**src/rtl/alarm_ctrl.sv**
```systemverilog
// alarm_ctrl: alarm-time registers, increment-button steering and IDLE/RINGING/SNOOZE sequencing.
// Latency: steering outputs are combinational; alarm registers and ringer/snooze indicators update on the next clk_pi edge.
// Backpressure: none; every input pulse is consumed in the cycle it is presented.
//
// Ports:
//   clk_pi, reset_pi (async, active-high), clk_en_pi (1 Hz one-cycle tick)
//   set_alarm_pi, increment_minute_pi, increment_hour_pi : button steering / alarm edit
//   alarm_on_pi, snooze_pi                               : alarm enable switch, snooze button
//   seconds_pi, minutes_pi, hours_pi                     : running clock time
//   clk_inc_minute_po, clk_inc_hour_po                   : increments forwarded to the clock datapath
//   alarm_minutes_po, alarm_hours_po                     : alarm setting
//   ringing_po, snoozing_po                              : buzzer enable, snooze indicator
module alarm_ctrl #(
  parameter int SNOOZE_MIN     = 5,
  parameter int RING_TIMEOUT_S = 60
) (
  input  logic       clk_pi,
  input  logic       reset_pi,
  input  logic       clk_en_pi,
  input  logic       set_alarm_pi,
  input  logic       increment_minute_pi,
  input  logic       increment_hour_pi,
  input  logic       alarm_on_pi,
  input  logic       snooze_pi,
  input  logic [5:0] seconds_pi,
  input  logic [5:0] minutes_pi,
  input  logic [3:0] hours_pi,
  output logic       clk_inc_minute_po,
  output logic       clk_inc_hour_po,
  output logic [5:0] alarm_minutes_po,
  output logic [3:0] alarm_hours_po,
  output logic       ringing_po,
  output logic       snoozing_po
);

  localparam logic [7:0]  RING_LOAD = 8'(RING_TIMEOUT_S);
  localparam logic [11:0] SNZ_LOAD  = 12'(SNOOZE_MIN * 60);

  typedef enum logic [1:0] {
    S_IDLE    = 2'd0,
    S_RINGING = 2'd1,
    S_SNOOZE  = 2'd2
  } state_t;

  state_t      r_state;
  state_t      w_state_nxt;
  logic [7:0]  r_ring_cnt;
  logic [7:0]  w_ring_cnt_nxt;
  logic [11:0] r_snz_cnt;
  logic [11:0] w_snz_cnt_nxt;
  logic [5:0]  r_alarm_min;
  logic [3:0]  r_alarm_hr;
  logic        r_match_q;
  logic        r_ringing;
  logic        r_snoozing;
  logic        w_match;
  logic        w_trigger;

  // Button steering: while setting the alarm the clock datapath sees nothing.
  assign clk_inc_minute_po = increment_minute_pi & ~set_alarm_pi;
  assign clk_inc_hour_po   = increment_hour_pi   & ~set_alarm_pi;

  assign alarm_minutes_po = r_alarm_min;
  assign alarm_hours_po   = r_alarm_hr;
  assign ringing_po       = r_ringing;
  assign snoozing_po      = r_snoozing;

  // Alarm time registers; minute and hour wrap independently (no carry).
  always_ff @(posedge clk_pi or posedge reset_pi) begin
    if (reset_pi) begin
      r_alarm_min <= 6'd0;
      r_alarm_hr  <= 4'd12;
    end else if (set_alarm_pi) begin
      if (increment_minute_pi) begin
        r_alarm_min <= (r_alarm_min == 6'd59) ? 6'd0 : r_alarm_min + 6'd1;
      end
      if (increment_hour_pi) begin
        r_alarm_hr <= (r_alarm_hr == 4'd12) ? 4'd1 : r_alarm_hr + 4'd1;
      end
    end
  end

  // Match uses the alarm value before this cycle's edit, so an edit that
  // lands on the current time only rings at the next hh:mm:00 edge.
  assign w_match   = (hours_pi == r_alarm_hr) && (minutes_pi == r_alarm_min) &&
                     (seconds_pi == 6'd0);
  assign w_trigger = w_match & ~r_match_q;

  always_comb begin
    w_state_nxt    = r_state;
    w_ring_cnt_nxt = r_ring_cnt;
    w_snz_cnt_nxt  = r_snz_cnt;
    if (!alarm_on_pi) begin
      w_state_nxt = S_IDLE;
    end else begin
      case (r_state)
        S_IDLE: begin
          if (w_trigger) begin
            w_state_nxt    = S_RINGING;
            w_ring_cnt_nxt = RING_LOAD;
          end
        end
        S_RINGING: begin
          // Snooze outranks the final ring tick.
          if (snooze_pi) begin
            w_state_nxt   = S_SNOOZE;
            w_snz_cnt_nxt = SNZ_LOAD;
          end else if (clk_en_pi) begin
            if (r_ring_cnt == 8'd1) begin
              w_state_nxt = S_IDLE;
            end else begin
              w_ring_cnt_nxt = r_ring_cnt - 8'd1;
            end
          end
        end
        S_SNOOZE: begin
          if (clk_en_pi) begin
            if (r_snz_cnt == 12'd1) begin
              w_state_nxt    = S_RINGING;
              w_ring_cnt_nxt = RING_LOAD;
            end else begin
              w_snz_cnt_nxt = r_snz_cnt - 12'd1;
            end
          end
        end
        default: begin
          w_state_nxt = S_IDLE;
        end
      endcase
    end
  end

  // match_q resets high so a time already sitting on the alarm at reset
  // release is not seen as a fresh edge.
  always_ff @(posedge clk_pi or posedge reset_pi) begin
    if (reset_pi) begin
      r_state    <= S_IDLE;
      r_ring_cnt <= 8'd0;
      r_snz_cnt  <= 12'd0;
      r_match_q  <= 1'b1;
      r_ringing  <= 1'b0;
      r_snoozing <= 1'b0;
    end else begin
      r_state    <= w_state_nxt;
      r_ring_cnt <= w_ring_cnt_nxt;
      r_snz_cnt  <= w_snz_cnt_nxt;
      r_match_q  <= w_match;
      r_ringing  <= (w_state_nxt == S_RINGING);
      r_snoozing <= (w_state_nxt == S_SNOOZE);
    end
  end

endmodule

```
**config.mk**
```make
export PLATFORM = sky130hd
export DESIGN_NAME = alarm_ctrl
export DESIGN_NICKNAME = d
export VERILOG_FILES = /design/src/rtl/alarm_ctrl.sv
export SDC_FILE = /design/constraint.sdc
export NUM_CORES = 1
export LEC_CHECK = 0
export ABC_AREA = 1
export BUFFER_PORTS_ARGS = -buffer_cell sky130_fd_sc_hd__buf_2
export CORE_ASPECT_RATIO = 2
export CORE_MARGIN = 2
export CORE_UTILIZATION = 56
export CTS_CLUSTER_DIAMETER = 200
export DETAILED_ROUTE_END_ITERATION = 7
export PLACE_DENSITY = 0.79
export SYNTH_ARGS = -nofsm -noshare
export SYNTH_HDL_FRONTEND = slang
export SYNTH_SLANG_ARGS = --single-unit
```
**constraint.sdc**
```tcl
create_clock -name clk_pi -period 1.8 [get_ports clk_pi]
set_clock_uncertainty 0.2 [all_clocks]
set_input_delay 0.45 -clock clk_pi [delete_from_list [all_inputs] [get_ports clk_pi]]
set_output_delay 0.45 -clock clk_pi [all_outputs]
set_load 0.02 [all_outputs]
```
# ---- After elaboration in Yosys (flattened, before gate mapping)
# Cells that the tools add are included.
dict set report word_totals {
  register_bits 35
  latchBits 0
  mem_bits_rw 0
  rom_bits 0
  inputBits 24
  out_inout_bits 14
  wordCells 66
  memories 0
}
dict set report op_classes {
  addsub 4
  multipliers 0
  div_mod_pow 0
  n_lt_le_gt_ge 0
  n_eq_ne 18
  n_shift 0
  n_mux 21
  bitwise_logic 5
  n_reduce_logical 10
}
# cell count
set ops {}
lappend ops {{$mux W8} 6}
lappend ops {{$mux W12} 3}
lappend ops {{$pmux W12 S2} 1}
lappend ops {{$pmux W8 S3} 1}
lappend ops {{$ne A2 B2 Y1 const B} 8}
lappend ops {{$mux W2} 7}
lappend ops {{$eq A12 B1 Y1 const B} 1}
lappend ops {{$sub A12 B1 Y12 const B} 1}
lappend ops {{$eq A8 B1 Y1 const B} 1}
lappend ops {{$reduce_and A8 Y1} 1}
lappend ops {{$sub A8 B1 Y8 const B} 1}
lappend ops {{$add A6 B1 Y6 const B} 1}
lappend ops {{$eq A6 B6 Y1} 1}
lappend ops {{$eq A6 B6 Y1 const B} 1}
lappend ops {{$logic_not A6 Y1} 1}
lappend ops {{$mux W6} 1}
lappend ops {{$pmux W2 S3} 1}
lappend ops {{$reduce_and A5 Y1} 1}
lappend ops {{$add A4 B1 Y4 const B} 1}
lappend ops {{$eq A2 B1 Y1 const B} 2}
lappend ops {{$eq A2 B2 Y1 const B} 2}
lappend ops {{$eq A4 B4 Y1} 1}
lappend ops {{$eq A4 B4 Y1 const B} 1}
lappend ops {{$mux W4} 1}
lappend ops {{other kinds (7)} 12}

# ---- Logic depth before layout (Yosys ltp)
dict set report depth {
  word_depth 8
  depth_mapped 11
  depth_no_buf 11
}

# ---- Worst setup path after synthesis
# No wires, ideal clock.
dict set report synth_timing {
  path_kind {register to register}
  start {register r_alarm_hr[2] (netlist: alarm_hours_po[2])}
  end {register r_ring_cnt[3]}
  setup_ns 0.117
  arrival_time_ns 1.427
  required_ns 1.483
  setup_slack_ns 0.056
  path_stages_with_launch 12
  n_path_buf 0
  synth_period_minus_slack_ns 1.744
  path_cell_list {dfstp_2 > inv_1 > nand2_1 > nand2_1 > nor2_1 > nand2_1 > nor2_1 > nand3_1 > nand2_2 > nand2_4 > nand2_1 > nand2_1}
}
dict set report synth_via {
  elab_chain_len 6
}
# item line
set synth_lines {}
lappend synth_lines {{start: declaration} 52} ;# logic [3:0] r_alarm_hr;
lappend synth_lines {{start signal: assignment} 78} ;# r_alarm_hr <= (r_alarm_hr == 4'd12) ? 4'd1 : r_alarm_hr + 4'd1;
lappend synth_lines {{$eq A4 B4 Y1} 85} ;# assign w_match = (hours_pi == r_alarm_hr) && (minutes_pi == r_alarm_min) &&
lappend synth_lines {{$logic_and A1 B1 Y1 (2 in series)} 85}
lappend synth_lines {{$and A1 B1 Y1} 87} ;# assign w_trigger = w_match & ~r_match_q;
lappend synth_lines {{$ne A2 B2 Y1 (no source line)} -}
lappend synth_lines {{$reduce_and A8 Y1 (no source line)} -}
lappend synth_lines {{end signal: assignment} 145} ;# r_ring_cnt <= w_ring_cnt_nxt;
lappend synth_lines {{end: declaration} 47} ;# logic [7:0] r_ring_cnt;
# Every way passes these cells.
# A chain may end at the register's enable or synchronous reset.

# ---- Worst setup path in the final report
dict set report layout_timing {
  start {register r_snz_cnt[2]}
  end {register r_ring_cnt[2]}
}
dict set report layout_via {
  elab_chain_len 3
}
# item line
set layout_lines {}
lappend layout_lines {{start: declaration} 49} ;# logic [11:0] r_snz_cnt;
lappend layout_lines {{start signal: assignment} 146} ;# r_snz_cnt <= w_snz_cnt_nxt;
lappend layout_lines {{$eq A12 B1 Y1} 118} ;# if (r_snz_cnt == 12'd1) begin
lappend layout_lines {{$ne A2 B2 Y1 (no source line)} -}
lappend layout_lines {{$reduce_and A8 Y1 (no source line)} -}
# Every way passes these cells.

==> key figures <==
Yosys
  – Top-count cell post-synth: nand2_1
  – Post-synth EDFFs: 0
  – Synth top cells by count: nand2_1, nor2_1, inv_1, dfrtp_1, nand3_1
  – Post-Synthesis Cells: 330
  – Ys flop type: dfrtp_1
  – Async set-reset flop share out of synthesis: 100%
  – Synth Cell Area: 2320 µm²
  – Average cell area after synthesis: ~7 µm²
  – Synth Net Count: 361
  – Post-synth top area share: between 30 and 40%
  – Synth top area cells: dfrtp_1, nand2_1, nor2_1, inv_1, nand3_1
  – Seq/Total Area, Yosys: between 30% and 40%
  – Yosys warns: 0
  – Top cell type by total area after synthesis: dfrtp_1
  – Yosys reg bits: 35
  – Library cells used by synthesis: 31

Cells and area
  – Post-layout util: between 70% and 80%
  – NumNets Final: 428
  – Layout cells sized above 1: 29.6%
  – Antenna Cells: 0
  – Post-route cell area: between 2000 and 3000 µm²
  – Layout area overhead: 26.5%

Setup path
  – R2R Path End: r_ring_cnt[2]$_DFFE_PP0P_
  – Delay-heaviest family, CP: simple AND/OR/NAND/NOR gates
  – Critical path, cell by cell: inv_2 > nand2_1 > nor2_2 > nand4_4 > a21oi_4 > buf_12 > nand2_8 > nand2_1 > nand2_1
  – Critical path buffer and inverter count: 2
  – Worst path arrival time: around 1.8 ns
  – CP max stage cell: dfrtp_1
  – R2R setup slack: about 0.011 ns
  – Required time of the critical path: 1.78 ns
  – CP max FO: 8
  – Max stage delay on crit path: approximately 0.44 ns
  – Worst setup SP type: flop
  – CP endpoint kind: flop
  – Reg2reg path depth: 9
  – Critical path class: reg2reg
  – FF-to-FF Start: r_snz_cnt[2]$_DFFE_PP0P_
  – CP most frequent cell: nand2_1

Place
  – Port bufs: 37
  – Placed Area: 2730 µm²
  – Gpl congestion: 0.834
  – Post-DP HPWL: around 4500 µm

Clocking
  – Clock tree root driver cell: clkbuf_8
  – CTS H-tree lvls: 2
  – Worst-case clock buffer depth: 2
  – Clock-pin slew on the worst setup and hold paths: roughly 0.070 ns
  – CTS tree: done
  – Later-pin clock latency in the skew report: about 0.29 ns
  – Clock sinks: 35
  – CTS Buf Count: 5

Pwr
  – PwrDens: 1040 nW/µm²
  – Maximum VDD drop: 0.849 mV
  – Leakage: between 1.5 and 2 nW
  – Power, Total: between 3 and 4 mW

Drt
  – Met3 wire len: between 100 and 150 µm
  – Wire length on met2: between 3000 and 4000 µm
  – DRT Pass-1 Iters: 4
  – Top layer in use: met4
  – Detailed Route Iter0 Violations: between 40 and 50
  – Met1 wire length: about 2100 µm
  – Final ANT Viol Nets: 0
  – Detailed-route wire length: 6100 µm
  – Vias per inst: ~5.2
  – Via count: around 2300
  – Per-cell routed wire length: between 10 and 15 µm
  – Drt drc: 0

Timing
  – # setup viols final: 0
  – Crit share post-route: between 90% and 100%
  – Total negative setup slack: 0 ns
  – Final Max Slew Viols: 0
  – FMAX: around 0.56 GHz
  – Crit path time final: 1.79 ns
  – Hold Fails Final Rpt: 0
  – Worst rel slew slack: between 60% and 70%
  – RSZ-0062 raised after global routing: true
  – Slew @ Worst Pin: around 0.45 ns

GRT
  – First-pass GRT wire length: a little over 9000 µm
  – Number of global-route vias before repair: 2223
  – Largest net degree at the start of global routing: 36
  – Gr usage total: about a quarter
  – Initial antenna violation count: 0
  – Global route overflow: 0

Hold path
  – Hold WC Path Type: in2async

Floorplan
  – Initial Util: a little under three fifths
  – DIE WIDTH: 49.5 µm
  – I/O pin cnt: 38
  – Die extent in y: about 95 µm
  – Die footprint: between 4000 and 5000 µm²
  – Core ar.: ~4000 µm²
  – Row cnt: 33

Flow run
  – Number of max-cap violations: 0

Run status
  – Status: finished, final reports clean
==> power breakdown <==
group / internal (mW) / leakage [nW] / switching (mW)
sequential: 0.969 / 0.434 / 0.186
combinational: 0.504 / 1.02 / 0.786
clock: 0.309 / 0.0482 / 0.284
total: 1.78 / 1.50 / 1.26
==> kinds of logic after synthesis <==
family | Yosys count | synth area share (%)
xor+xnor | 7 | 2.65
flops | 35 | 38.0
compound gates | 33 | 8.80
fa+ha+maj | 7 | 3.78
simple gates | 197 | 37.9
buf+inv | 51 | 8.91
==> how the worst max path moves through the flow <==
| stage | from | to | depth (start not counted) |
|---|---|---|---|
| 2_1_floorplan | alarm_hours_po[2]$_DFFE_PP1P_ | r_ring_cnt[3]$_DFFE_PP0P_ | 11 |
| 3_3_place_gp | seconds_pi[3] | r_ring_cnt[0]$_DFFE_PP0P_ | 11 |
| 3_5_place_dp | seconds_pi[3] | r_ring_cnt[7]$_DFFE_PP0P_ | 11 |
| 4_1_cts | alarm_hours_po[2]$_DFFE_PP1P_ | r_ring_cnt[7]$_DFFE_PP0P_ | 11 |
| 5_1_grt | alarm_hours_po[2]$_DFFE_PP1P_ | r_state[0]$_DFF_PP0_ | 9 |
| 6_report | r_snz_cnt[2]$_DFFE_PP0P_ | r_ring_cnt[2]$_DFFE_PP0P_ | 9 |
==> metrics by stage <==
step	hold slack, ns	cells	setup WS (ns)
after CTS	0.0631	448	0.00910
after global placement	0.290	440	0.0182
after floorplan	0.258	330	0.0561
after global routing	0.102	450	-0.0740
after detailed placement	0.295	440	-0.00421
final	0.0513	450	0.0110
==> flip-flops by register name, indices dropped and copies added, names as in the netlist <==
name              cells
r_snz_cnt            12
ringing_po            1
r_state               2
alarm_hours_po        4
r_ring_cnt            8
snoozing_po           1
alarm_minutes_po      6
r_match_q             1
==> per-layer routing <==
layer  GRT usage, %  up-vias
met5              0        -
met4           13.0        0
met3           3.64       13
met2           54.4       50
met1           22.2     1109
li1               -     1176
==> placed cells by master (no fill, tap or decap), drive strengths merged <==
cell,n
nor3,7
xor2,3
o21ai,13
nor4,1
dfstp,3
or2,4
nor3b,1
ha,7
xnor2,4
clkbuf,7
buf,62
a211oi,1
nand2,99
nand3,28
clkinv,1
inv,49
o22ai,4
dfrtp,32
and2,1
nand4,8
nor2,47
a21oi,13
a21boi,2
nand3b,1
==> tightest hold or removal path: stages <==
cell   delay [ns]
buf_2        0.09
inv_1        0.04
buf_4        0.39
==> timing repair <==
item                                   4_1_cts  5_1_grt
hold buffers                                 0        0
gates resized for setup                      0       28
setup endpoints to repair                    0       18
buffers inserted                             0        2
endpoints found under the hold margin        0        0
==> final cells by class <==
cell class	count	area (µm²)
Tap cell	52	65.1
Timing Repair Buffer	62	400
Inverter	49	184
Clock buffer	7	86.3
Clock inverter	1	5.00
Multi-Input combinational cell	244	1310
Fill cell	354	1110
Sequential cell	35	881
No activity file was read; power rests on OpenSTA's default activity.
